[config.mk]
export PLATFORM = sky130hd
export DESIGN_NAME = switch_irq_port_flat
export DESIGN_NICKNAME = d
export VERILOG_FILES = /design/src/rtl/switch_irq_port_if.sv /design/src/rtl/switch_irq_port.sv /design/src/flat_wrapper.sv
export SDC_FILE = /design/constraint.sdc
export NUM_CORES = 1
export LEC_CHECK = 0
export ABC_AREA = 1
export BUFFER_PORTS_ARGS = -buffer_cell sky130_fd_sc_hd__buf_4
export CAP_MARGIN = 20
export CORE_ASPECT_RATIO = 0.5
export CORE_UTILIZATION = 63
export CTS_BUF_LIST = sky130_fd_sc_hd__clkbuf_8 sky130_fd_sc_hd__clkbuf_16
export DETAILED_ROUTE_END_ITERATION = 12
export GPL_TIMING_DRIVEN = 0
export PLACE_DENSITY = 0.79
export SYNTH_ARGS = -nofsm -noshare
export SYNTH_HDL_FRONTEND = slang
export SYNTH_SLANG_ARGS = --single-unit
[constraint.sdc]
create_clock -name clk -period 2.79 [get_ports clk]
set_input_delay 0.558 -clock clk [delete_from_list [all_inputs] [get_ports clk]]
set_output_delay 0.558 -clock clk [all_outputs]
set_load 0.005 [all_outputs]
[src/rtl/switch_irq_port_if.sv]
// switch_irq_port_if
//   Processor data-bus bundle for the switch/key input port.
//   master: the bus side (drives strobes, address, write data).
//   slave : the device side (returns read data).
//   we         write strobe
//   re         read strobe
//   memAddr    byte address
//   dataBusIn  write data
//   dataBusOut read data, zero when the device is not selected
interface switch_irq_port_if #(
    parameter int unsigned BITS = 32
);
    logic            we;
    logic            re;
    logic [BITS-1:0] memAddr;
    logic [BITS-1:0] dataBusIn;
    logic [BITS-1:0] dataBusOut;

    modport master (output we, re, memAddr, dataBusIn, input dataBusOut);
    modport slave  (input we, re, memAddr, dataBusIn, output dataBusOut);
endinterface

[src/rtl/switch_irq_port.sv]
// switch_irq_port
//   Memory-mapped switch/key input port. Each of SW_WIDTH raw inputs is
//   synchronised, debounced over a programmable interval and edge-captured
//   into a write-1-to-clear pending register. A maskable interrupt is raised
//   from the READY flag (any stable change) or from masked pending edges.
//
//   Registers (byte offsets from BASE):
//     0x00 DATA   RO   stable switch state; reading clears READY
//     0x04 CTRL        bit0 READY (RO), bit2 OVR (write 0 clears),
//                      bit4 RISE_EN, bit5 FALL_EN, bit8 IE
//     0x08 PEND   W1C  per-channel captured edges
//     0x0C MASK   RW   per-channel interrupt enable
//     0x10 DBTIME RW   debounce interval in cycles (commit after DBTIME+1)
//
//   Ports:
//     clk         system clock
//     reset       synchronous, active-high reset
//     bus         data-bus slave (we, re, memAddr, dataBusIn, dataBusOut)
//     sw          raw asynchronous switch inputs
//     inta_ready  level interrupt request, active-high
module switch_irq_port #(
    parameter int unsigned      SW_WIDTH      = 10,
    parameter int unsigned      BITS          = 32,
    parameter logic [BITS-1:0]  BASE          = 32'hF0000010,
    parameter int unsigned      DEBOUNCE_TIME = 100000,
    parameter int unsigned      CNT_BITS      = 20
) (
    input  logic                clk,
    input  logic                reset,
    switch_irq_port_if.slave    bus,
    input  logic [SW_WIDTH-1:0] sw,
    output logic                inta_ready
);

    localparam logic [BITS-1:0]     ADDR_DATA = BASE;
    localparam logic [BITS-1:0]     ADDR_CTRL = BASE + BITS'(4);
    localparam logic [BITS-1:0]     ADDR_PEND = BASE + BITS'(8);
    localparam logic [BITS-1:0]     ADDR_MASK = BASE + BITS'(12);
    localparam logic [BITS-1:0]     ADDR_DBT  = BASE + BITS'(16);
    localparam logic [CNT_BITS-1:0] DBT_RESET = CNT_BITS'(DEBOUNCE_TIME);

    // ------------------------------------------------------------------
    // Bus decode
    // ------------------------------------------------------------------
    logic selData, selCtrl, selPend, selMask, selDbt;
    logic rdEn, dataRd, ctrlWr, pendWr, maskWr, dbtWr;

    always_comb begin
        selData = (bus.memAddr == ADDR_DATA);
        selCtrl = (bus.memAddr == ADDR_CTRL);
        selPend = (bus.memAddr == ADDR_PEND);
        selMask = (bus.memAddr == ADDR_MASK);
        selDbt  = (bus.memAddr == ADDR_DBT);
        // A cycle with both strobes counts as a write only.
        rdEn    = bus.re & ~bus.we;
        dataRd  = rdEn & selData;
        ctrlWr  = bus.we & selCtrl;
        pendWr  = bus.we & selPend;
        maskWr  = bus.we & selMask;
        dbtWr   = bus.we & selDbt;
    end

    // ------------------------------------------------------------------
    // Input synchroniser
    // ------------------------------------------------------------------
    logic [SW_WIDTH-1:0] s1, s2;

    always_ff @(posedge clk) begin
        if (reset) begin
            s1 <= '0;
            s2 <= '0;
        end else begin
            s1 <= sw;
            s2 <= s1;
        end
    end

    // ------------------------------------------------------------------
    // Per-channel debounce
    // ------------------------------------------------------------------
    logic [SW_WIDTH-1:0] st;
    logic [CNT_BITS-1:0] cnt [SW_WIDTH];
    logic [CNT_BITS-1:0] dbTime;
    logic [SW_WIDTH-1:0] chg;
    logic                anyChg;

    // Compare with >= so that lowering DBTIME below a running count commits
    // on the next cycle instead of letting the counter run to wrap.
    always_comb begin
        chg = '0;
        for (int unsigned i = 0; i < SW_WIDTH; i++) begin
            chg[i] = (s2[i] != st[i]) && (cnt[i] >= dbTime);
        end
        anyChg = |chg;
    end

    always_ff @(posedge clk) begin
        if (reset) begin
            st <= '0;
            for (int unsigned i = 0; i < SW_WIDTH; i++) begin
                cnt[i] <= '0;
            end
        end else begin
            for (int unsigned i = 0; i < SW_WIDTH; i++) begin
                if (s2[i] == st[i]) begin
                    cnt[i] <= '0;
                end else if (chg[i]) begin
                    st[i]  <= s2[i];
                    cnt[i] <= '0;
                end else begin
                    cnt[i] <= cnt[i] + CNT_BITS'(1);
                end
            end
        end
    end

    // ------------------------------------------------------------------
    // Control, pending and mask registers
    // ------------------------------------------------------------------
    logic                ready, ovr, riseEn, fallEn, ie;
    logic [SW_WIDTH-1:0] pend, mask;
    logic [SW_WIDTH-1:0] edgeHit;
    logic [SW_WIDTH-1:0] pendClr;

    // On a committing channel the new stable value is the current s2.
    always_comb begin
        edgeHit = chg & ((s2 & {SW_WIDTH{riseEn}}) | (~s2 & {SW_WIDTH{fallEn}}));
        pendClr = pendWr ? bus.dataBusIn[SW_WIDTH-1:0] : '0;
    end

    always_ff @(posedge clk) begin
        if (reset) begin
            ready  <= 1'b0;
            ovr    <= 1'b0;
            riseEn <= 1'b1;
            fallEn <= 1'b1;
            ie     <= 1'b0;
            pend   <= '0;
            mask   <= '0;
            dbTime <= DBT_RESET;
        end else begin
            // A change landing on the same edge as a DATA read keeps READY set.
            if (anyChg) begin
                ready <= 1'b1;
            end else if (dataRd) begin
                ready <= 1'b0;
            end

            // Overrun only when an unread change is about to be overwritten;
            // the set takes priority over a simultaneous write-0.
            if (anyChg && ready && !dataRd) begin
                ovr <= 1'b1;
            end else if (ctrlWr && !bus.dataBusIn[2]) begin
                ovr <= 1'b0;
            end

            if (ctrlWr) begin
                riseEn <= bus.dataBusIn[4];
                fallEn <= bus.dataBusIn[5];
                ie     <= bus.dataBusIn[8];
            end

            // New edges win over a simultaneous write-1-to-clear.
            pend <= (pend & ~pendClr) | edgeHit;

            if (maskWr) begin
                mask <= bus.dataBusIn[SW_WIDTH-1:0];
            end

            if (dbtWr) begin
                dbTime <= bus.dataBusIn[CNT_BITS-1:0];
            end
        end
    end

    // ------------------------------------------------------------------
    // Read mux and interrupt
    // ------------------------------------------------------------------
    logic [BITS-1:0] rdData;

    always_comb begin
        rdData = '0;
        if (rdEn) begin
            if (selData) begin
                rdData[SW_WIDTH-1:0] = st;
            end else if (selCtrl) begin
                rdData[0] = ready;
                rdData[2] = ovr;
                rdData[4] = riseEn;
                rdData[5] = fallEn;
                rdData[8] = ie;
            end else if (selPend) begin
                rdData[SW_WIDTH-1:0] = pend;
            end else if (selMask) begin
                rdData[SW_WIDTH-1:0] = mask;
            end else if (selDbt) begin
                rdData[CNT_BITS-1:0] = dbTime;
            end
        end
    end

    assign bus.dataBusOut = rdData;
    assign inta_ready     = (ie & ready) | (|(pend & mask));

endmodule

[src/flat_wrapper.sv]
// flat-port wrapper written by rule: the top's interface ports become plain ports
module switch_irq_port_flat 
#(
    parameter int unsigned      SW_WIDTH      = 10,
    parameter int unsigned      BITS          = 32,
    parameter logic [BITS-1:0]  BASE          = 32'hF0000010,
    parameter int unsigned      DEBOUNCE_TIME = 100000,
    parameter int unsigned      CNT_BITS      = 20
)
  (clk, reset, sw, inta_ready, bus_we, bus_re, bus_memAddr, bus_dataBusIn, bus_dataBusOut);
  switch_irq_port_if #(.BITS(BITS)) bus_i ();
  input  logic clk;
  input  logic reset;
  input  logic [SW_WIDTH-1:0] sw;
  output logic inta_ready;
  input wire logic [$bits(bus_i.we)-1:0] bus_we;
  input wire logic [$bits(bus_i.re)-1:0] bus_re;
  input wire logic [$bits(bus_i.memAddr)-1:0] bus_memAddr;
  input wire logic [$bits(bus_i.dataBusIn)-1:0] bus_dataBusIn;
  output wire logic [$bits(bus_i.dataBusOut)-1:0] bus_dataBusOut;
  assign bus_i.we = bus_we;
  assign bus_i.re = bus_re;
  assign bus_i.memAddr = bus_memAddr;
  assign bus_i.dataBusIn = bus_dataBusIn;
  assign bus_dataBusOut = bus_i.dataBusOut;
  switch_irq_port #(.SW_WIDTH(SW_WIDTH), .BITS(BITS), .BASE(BASE), .DEBOUNCE_TIME(DEBOUNCE_TIME), .CNT_BITS(CNT_BITS)) u_core (.clk(clk), .reset(reset), .bus(bus_i), .sw(sw), .inta_ready(inta_ready));
endmodule
==> report_table.html, run 1 <==
<table>
<tr><th>Metric</th><th>Value</th></tr>
<tr><th colspan="2">Clock tree</th></tr>
<tr><td>Sinks on the clock net</td><td>275</td></tr>
<tr><td>Clock edge transition at the registers on the reported setup and hold paths</td><td>0.08 ns</td></tr>
<tr><td>Clock Path Buffers</td><td>3</td></tr>
<tr><td>Clock latency on the worst-skew pair</td><td>0.57 ns</td></tr>
<tr><td>Clock tree root driver cell</td><td>clkbuf_16</td></tr>
<tr><td>H-tree depth</td><td>1</td></tr>
<tr><td>Num CTS Buffers</td><td>27</td></tr>
<tr><td>CTS tree</td><td>built</td></tr>
<tr><th colspan="2">Yosys</th></tr>
<tr><td>Largest family of logic cells by synthesized area</td><td>simple AND/OR/NAND/NOR gates</td></tr>
<tr><td>Main area contributors after synthesis</td><td>edfxtp_1 (31%), ha_1 (14%), nand2_1 (10%)</td></tr>
<tr><td>Area share of and/or/nand/nor cells after synthesis</td><td>0.2716</td></tr>
<tr><td>Post-synthesis instance area</td><td>19220 µm²</td></tr>
<tr><td>Total number of yosys warnings</td><td>0</td></tr>
<tr><td>Multiplexer area fraction after synthesis</td><td>0</td></tr>
<tr><td>Sequential-to-total area share from yosys stat</td><td>0.3906</td></tr>
<tr><td>Number of storage elements in the synthesis netlist</td><td>275</td></tr>
<tr><td>Area fraction of the dominant cell type after synthesis</td><td>0.3125</td></tr>
<tr><td>Top_reg_cell synth</td><td>edfxtp_1</td></tr>
<tr><td>Number of instances in the synthesized netlist</td><td>2409</td></tr>
<tr><td>Post-Synth Adder-Cell Area</td><td>0.1367</td></tr>
<tr><td>Cell type with the highest aggregate area in the netlist</td><td>edfxtp_1</td></tr>
<tr><td>Synth unique cells</td><td>47</td></tr>
<tr><td>Synthesized area per cell</td><td>7.978 µm²</td></tr>
<tr><td>Fraction of the mapped netlist area in compound gates</td><td>0.08516</td></tr>
<tr><td>Share of synthesized flip-flops with an asynchronous set or reset</td><td>0</td></tr>
<tr><td>Xor and xnor area share after synthesis</td><td>0.04193</td></tr>
<tr><td>Post-synth EDFFs</td><td>200</td></tr>
<tr><th colspan="2">STA</th></tr>
<tr><td>Hold violation total from the final report</td><td>0</td></tr>
<tr><td>Max frequency</td><td>345.1 MHz</td></tr>
<tr><td>Max Slew Vio Count</td><td>0</td></tr>
<tr><td>Actual transition at the worst max-transition pin</td><td>0.8427 ns</td></tr>
<tr><td>Setup skew after layout</td><td>0.02144 ns</td></tr>
<tr><td>Unrepaired setup endpoints after global routing</td><td>true</td></tr>
<tr><td>Worst Hold Margin</td><td>0.1974 ns</td></tr>
<tr><td>Worst setup slack after layout</td><td>-0.1077 ns</td></tr>
<tr><td>Slew headroom</td><td>0.4382</td></tr>
<tr><td>Final-report setup violation count</td><td>20</td></tr>
<tr><td>Period minus WS final</td><td>2.898 ns</td></tr>
<tr><td>Part of the cycle the worst path needs</td><td>1.039</td></tr>
<tr><th colspan="2">Global routing</th></tr>
<tr><td>Leftover overflow at the end of global routing</td><td>0</td></tr>
<tr><td>Antenna violations before repair</td><td>1</td></tr>
<tr><td>Total global routing track utilization</td><td>0.3355</td></tr>
<tr><td>First-pass GRT wire length</td><td>82.51 mm</td></tr>
<tr><td>Vias in the first global route</td><td>16315</td></tr>
<tr><td>Pin count of the biggest net entering global routing</td><td>16</td></tr>
<tr><th colspan="2">Placed design</th></tr>
<tr><td>Hpwl dp</td><td>34.47 mm</td></tr>
<tr><td>Number of buffers inserted by port buffering</td><td>85</td></tr>
<tr><td>Routability congestion estimate from global placement</td><td>0.9791</td></tr>
<tr><th colspan="2">Layout</th></tr>
<tr><td>Highest-count cells in the layout ignoring fill and taps</td><td>nand2_1 (527), nor2_1 (332), inv_1 (279)</td></tr>
<tr><td>Layout-stage area growth over the synthesis result</td><td>20.79%</td></tr>
<tr><td>Layout cells sized above 1</td><td>0.1353</td></tr>
<tr><td>Final core occ</td><td>0.7867</td></tr>
<tr><td>Nets</td><td>3098</td></tr>
<tr><td>Most common library cell in the layout ignoring fill and taps</td><td>nand2_1</td></tr>
<tr><td>Number of filler instances in the final layout</td><td>2096</td></tr>
<tr><th colspan="2">Routing</th></tr>
<tr><td>Top layer reached by signal wires</td><td>met4</td></tr>
<tr><td>DRC violations left</td><td>0</td></tr>
<tr><td>Number of vias per cell</td><td>5.422</td></tr>
<tr><td>Number of vias after detailed routing</td><td>17469</td></tr>
<tr><td>Number of DRC markers in iteration 0</td><td>1477</td></tr>
<tr><td>Aggregate routed wire length</td><td>52.90 mm</td></tr>
<tr><td>Wire length on met2</td><td>24.12 mm</td></tr>
<tr><td>Detailed-routing wirelength on met1</td><td>21.94 mm</td></tr>
<tr><td>Wire length on met3</td><td>4.275 mm</td></tr>
<tr><td>DRT antenna net count</td><td>0</td></tr>
<tr><td>Total iterations of the first detailed-routing run</td><td>8</td></tr>
<tr><td>WL/cell</td><td>16.42 µm</td></tr>
<tr><th colspan="2">Worst setup path</th></tr>
<tr><td>Required @ worst endpoint</td><td>3.10 ns</td></tr>
<tr><td>Crit path kind</td><td>reg -&gt; reg</td></tr>
<tr><td>Kind of end point of the critical path</td><td>register</td></tr>
<tr><td>Startpoint kind of the worst setup timing path</td><td>register</td></tr>
<tr><td>Crit path arrival time</td><td>3.20 ns</td></tr>
<tr><td>Critical path fanouts, max</td><td>10</td></tr>
<tr><th colspan="2">Power</th></tr>
<tr><td>Power Total</td><td>9.335 mW</td></tr>
<tr><td>Peak supply drop</td><td>0.0004636 V</td></tr>
<tr><td>Standby leakage power</td><td>10.60 nW</td></tr>
<tr><td>Power density relative to cell area</td><td>402.1 nW/µm²</td></tr>
<tr><th colspan="2">Run status</th></tr>
<tr><td>Result of the run</td><td>finished with violations</td></tr>
<tr><td>Failing checks</td><td>setup timing</td></tr>
<tr><th colspan="2">Die</th></tr>
<tr><td>Die Outline Area</td><td>31250 µm²</td></tr>
<tr><td>Core Area</td><td>29510 µm²</td></tr>
<tr><td>Initial core utilization</td><td>0.6513</td></tr>
<tr><td>Die Width</td><td>249.0 µm</td></tr>
<tr><td>Placement row count</td><td>44</td></tr>
<tr><td>Number of top-level design ports</td><td>111</td></tr>
<tr><td>Die H</td><td>125.5 µm</td></tr>
<tr><th colspan="2">Min path</th></tr>
<tr><td>Class of the tightest hold or removal check</td><td>in -&gt; reg</td></tr>
<tr><th colspan="2">Job</th></tr>
<tr><td>Maximum Capacitance Violations</td><td>0</td></tr>
</table>
final timing paths:
| check | cells after the start | slack (ns) | endpoint | start |
|---|---|---|---|---|
| hold reg to reg | 2 | 0.40 | u_core.s2[9] | u_core.s1[9] |
| setup / recovery | 14 | -0.11 | u_core.cnt[0][105] | u_core.dbTime[5] |
| hold / removal | 3 | 0.20 | u_core.s1[4] | sw[4] |
| setup reg to reg | 14 | -0.11 | u_core.cnt[0][105] | u_core.dbTime[5] |
state kept, by name (all words and copies together), names as in the netlist, 10 cells and up:
signal         flops
u_core.st         10
u_core.s1         10
u_core.pend       10
u_core.dbTime     20
u_core.mask       10
u_core.s2         10
u_core.cnt       200
synthesized netlist by cell type, types with 4 or more instances:
cell type and instances:
inv_1 297, o211ai_1 8, nor2_4 5, o21ai_0 67
nand4_1 44, nor4_1 6, nand2_1 534, or2_2 5
edfxtp_1 200, or2_0 13, a211oi_1 16, nand3_2 7
o21a_1 6, and3_1 8, buf_2 8, nand2_2 4
nor2_2 15, nand3_1 84, nor3_2 12, inv_2 13
nor3_1 51, a31oi_1 6, o21ai_1 6, clkbuf_1 31
buf_4 12, a211oi_2 7, o22ai_1 5, nor3b_1 32
a21oi_1 151, dfxtp_1 75, ha_1 210, a21o_1 11
nor2_1 349, xor2_1 66, xnor2_1 26
power by group:
part | switching [mW] | internal (mW) | total [mW]
sequential | 0.188 | 4.55 | 4.74
clock | 1.68 | 2.01 | 3.69
combinational | 0.543 | 0.358 | 0.901
total | 2.41 | 6.93 | 9.33
metal layers:
metal | vias to the layer above | track usage
li1 | 8593 | -
met1 | 7969 | 0.4254
met2 | 702 | 0.5662
met3 | 205 | 0.06038
met4 | 0 | 0.1440
met5 | - | 0
worst max-delay path, stage by stage, from the launching register on:
cell	delay, ns
dfxtp_1	0.38
clkinvlp_4	0.14
buf_12	0.17
buf_4	0.17
ha_1	0.35
nand2_1	0.19
nor2_2	0.22
nand2_1	0.09
nor2_1	0.15
nand2_1	0.09
nand4_1	0.17
inv_1	0.08
nand3_1	0.12
clkbuf_4	0.25
nor2_1	0.07
kinds of logic (layout without fill, tap and decap cells):
logic type / Yosys count / after routing
and+or+nand+nor: 1179 / 1179
buffers and inverters: 362 / 573
AOI/OAI and AO/OA: 289 / 289
DFF: 275 / 275
adders and majority gates: 210 / 210
xor gates and xnor gates: 92 / 92
other: 2 / 213
area by class of cell:
class,count,area [µm²],area share
buffer,50,334.1,0.01439
clock inverter,16,80.08,0.003449
clock buffer,33,792.0,0.03412
tap,391,489.2,0.02107
timing repair buffer,163,1494,0.06435
multi-input combinational,1982,11270,0.4854
sequential,275,7510,0.3235
inverter,311,1245,0.05363
antenna,1,2.502,0.0001078
metrics by stage:
step	setup WS (ns)	instances	TNS [ns]	cell area, µm²
after floorplan	0.3994	2619	0	20010
after global placement	-0.4040	3095	-45.42	21130
after detailed placement	-0.5216	3095	-56.70	21130
after CTS	0.005292	3210	0	22900
after global routing	-0.09447	3221	-1.826	23210
final	-0.1077	3222	-1.403	23210
repair_timing:
action / 4_1_cts / 5_1_grt
hold buffers: 0 / 0
setup endpoints to repair: 211 / 220
setup buffers: 67 / 12
gates resized for setup: 44 / 111
pin swaps: 8 / 22
(Power assumes the default switching activity.)
==> inputs of run 2 (changes only) <==
Settings changed: PLACE_DENSITY 0.79 to 0.81.
==> report_table.html, run 2 (same netlist as run 1, synthesis figures left out) <==
<table>
<tr><th>Metric</th><th>Value</th></tr>
<tr><th colspan="2">Power</th></tr>
<tr><td>Peak supply drop</td><td>0.0004603 V</td></tr>
<tr><td>Power density relative to cell area</td><td>400.2 nW/µm²</td></tr>
<tr><td>Power Total</td><td>9.285 mW</td></tr>
<tr><td>Standby leakage power</td><td>10.60 nW</td></tr>
<tr><th colspan="2">Layout</th></tr>
<tr><td>Layout cells sized above 1</td><td>0.1382</td></tr>
<tr><td>Layout-stage area growth over the synthesis result</td><td>20.73%</td></tr>
<tr><td>Flip-flop count of the largest register, all copies and words added</td><td>200</td></tr>
<tr><td>Most common library cell in the layout ignoring fill and taps</td><td>nand2_1</td></tr>
<tr><td>Registers with the most flip-flops</td><td>u_core.cnt (200), u_core.dbTime (20)</td></tr>
<tr><td>Final instance area</td><td>23200 µm²</td></tr>
<tr><td>Number of filler instances in the final layout</td><td>2002</td></tr>
<tr><td>Highest-count cells in the layout ignoring fill and taps</td><td>nand2_1 (526), nor2_1 (338), inv_1 (275)</td></tr>
<tr><td>Layout Cells excl Fill</td><td>3222</td></tr>
<tr><td>Nets</td><td>3098</td></tr>
<tr><td>Register containing the most flip-flops in the final layout</td><td>u_core.cnt</td></tr>
<tr><th colspan="2">Clock tree</th></tr>
<tr><td>CTS tree</td><td>built</td></tr>
<tr><td>H-tree depth</td><td>1</td></tr>
<tr><td>Clock edge transition at the registers on the reported setup and hold paths</td><td>0.06 ns</td></tr>
<tr><td>Number of buffers inserted for hold repair after clock tree synthesis</td><td>0</td></tr>
<tr><td>Num CTS Buffers</td><td>26</td></tr>
<tr><td>Clock Path Buffers</td><td>3</td></tr>
<tr><td>Sinks on the clock net</td><td>275</td></tr>
<tr><td>Clock tree root driver cell</td><td>clkbuf_16</td></tr>
<tr><td>Clock latency on the worst-skew pair</td><td>0.57 ns</td></tr>
<tr><th colspan="2">Routing</th></tr>
<tr><td>Number of vias after detailed routing</td><td>17685</td></tr>
<tr><td>WL/cell</td><td>16.32 µm</td></tr>
<tr><td>Aggregate routed wire length</td><td>52.57 mm</td></tr>
<tr><td>Total iterations of the first detailed-routing run</td><td>6</td></tr>
<tr><td>DRT antenna net count</td><td>0</td></tr>
<tr><td>Number of DRC markers in iteration 0</td><td>1863</td></tr>
<tr><td>Number of vias per cell</td><td>5.489</td></tr>
<tr><td>DRC violations left</td><td>0</td></tr>
<tr><th colspan="2">STA</th></tr>
<tr><td>Max Slew Vio Count</td><td>0</td></tr>
<tr><td>Final-report setup violation count</td><td>13</td></tr>
<tr><td>Hold violation total from the final report</td><td>0</td></tr>
<tr><td>Period minus WS final</td><td>2.814 ns</td></tr>
<tr><td>Worst Hold Margin</td><td>0.1951 ns</td></tr>
<tr><td>Max frequency</td><td>355.4 MHz</td></tr>
<tr><td>Part of the cycle the worst path needs</td><td>1.009</td></tr>
<tr><td>Slew headroom</td><td>0.4573</td></tr>
<tr><td>Actual transition at the worst max-transition pin</td><td>0.8140 ns</td></tr>
<tr><td>Unrepaired setup endpoints after global routing</td><td>true</td></tr>
<tr><td>Setup skew after layout</td><td>0.01638 ns</td></tr>
<tr><td>Worst setup slack after layout</td><td>-0.02397 ns</td></tr>
<tr><td>Final total negative setup slack</td><td>-0.1129 ns</td></tr>
<tr><th colspan="2">Die</th></tr>
<tr><td>Placement row count</td><td>44</td></tr>
<tr><td>Die H</td><td>125.5 µm</td></tr>
<tr><td>Die Outline Area</td><td>31250 µm²</td></tr>
<tr><td>Core Area</td><td>29510 µm²</td></tr>
<tr><td>Die Width</td><td>249.0 µm</td></tr>
<tr><td>Number of top-level design ports</td><td>111</td></tr>
<tr><td>Initial core utilization</td><td>0.6513</td></tr>
<tr><th colspan="2">Run status</th></tr>
<tr><td>Failing checks</td><td>setup timing</td></tr>
<tr><td>Result of the run</td><td>finished with violations</td></tr>
<tr><th colspan="2">Placed design</th></tr>
<tr><td>Routability congestion estimate from global placement</td><td>0.9743</td></tr>
<tr><td>Placed insts</td><td>3095</td></tr>
<tr><td>Hpwl dp</td><td>34.60 mm</td></tr>
<tr><td>Post-place instance area</td><td>21130 µm²</td></tr>
<tr><td>Number of buffers inserted by port buffering</td><td>85</td></tr>
<tr><th colspan="2">Worst setup path</th></tr>
<tr><td>Critical path fanouts, max</td><td>10</td></tr>
<tr><td>Crit path kind</td><td>in -&gt; out</td></tr>
<tr><td>Kind of end point of the critical path</td><td>primary output</td></tr>
<tr><td>FF-to-FF path depth</td><td>14</td></tr>
<tr><td>Required @ worst endpoint</td><td>2.23 ns</td></tr>
<tr><td>Startpoint kind of the worst setup timing path</td><td>input pin</td></tr>
<tr><td>Crit path arrival time</td><td>2.26 ns</td></tr>
<tr><th colspan="2">Global routing</th></tr>
<tr><td>Vias in the first global route</td><td>16632</td></tr>
<tr><td>Antenna violations before repair</td><td>1</td></tr>
<tr><td>First-pass GRT wire length</td><td>81.43 mm</td></tr>
<tr><td>Total global routing track utilization</td><td>0.3274</td></tr>
<tr><td>Pin count of the biggest net entering global routing</td><td>18</td></tr>
<tr><td>Leftover overflow at the end of global routing</td><td>0</td></tr>
<tr><th colspan="2">Job</th></tr>
<tr><td>Maximum Capacitance Violations</td><td>0</td></tr>
<tr><th colspan="2">Min path</th></tr>
<tr><td>Class of the tightest hold or removal check</td><td>in -&gt; reg</td></tr>
<tr><td>Cells on Worst Hold Path</td><td>3</td></tr>
</table>
==> run 2: cell type report <==
type	instances	area, µm²	area share
multi-input cells	1983	11320	0.4878
flip-flops and latches	275	7508	0.3236
repair buffers	163	1500	0.06466
inverters	311	1244	0.05360
clock buffers	27	675.6	0.02912
well taps	391	489.2	0.02108
plain buffers	50	300.3	0.01294
clock inverters	21	163.9	0.007064
diodes	1	2.502	0.0001079
==> run 2: through the flow <==
stage / util / setup slack (ns)
6_report: 0.7863 / -0.02397
5_1_grt: 0.7862 / -0.1190
4_1_cts: 0.7720 / -0.02036
3_5_place_dp: 0.7162 / -0.5092
3_3_place_gp: 0.7162 / -0.4108
2_1_floorplan: - / 0.3994
==> run 2: critical path: stages <==
cell and delay [ns]:
buf_4 0.11, inv_2 0.07, nand4_1 0.10, nor2_1 0.14, nand2_1 0.12, inv_2 0.11
nand2_4 0.08, buf_12 0.14, nor2_4 0.14, buf_12 0.13, nor2_1 0.06, nand2_2 0.25
nor3_1 0.10, buf_4 0.15
==> run 2: worst paths after layout <==
path                           from  slack [ns]                  to
setup / recovery    bus_memAddr[22]       -0.02  bus_dataBusOut[15]
hold / removal                sw[2]        0.20        u_core.s1[2]
setup reg to reg  u_core.dbTime[13]        0.11   u_core.cnt[0][71]
hold reg to reg        u_core.s1[4]        0.41        u_core.s2[4]
==> run 2: per-layer routing <==
metal / wire [µm] / global-route usage / vias to the layer above
met5: 0 / 0 / -
met1: 21430 / 0.4095 / 8132
met3: 4448 / 0.05996 / 190
met2: 24290 / 0.5581 / 762
li1: - / - / 8601
met4: 2404 / 0.1421 / 0
==> run 2: repair_timing <==
action / CTS / global route
buffers inserted: 60 / 18
cloned: 0 / 1
pin swaps: 3 / 26
gates resized for setup: 51 / 93
endpoints found under the setup margin: 218 / 195
==> run 2: where the power goes <==
group          internal (mW)  switching, mW  leakage (nW)  total [mW]
clock                   1.96           1.69         0.438        3.64
combinational          0.353          0.543          7.48       0.896
sequential              4.55          0.192          2.68        4.75
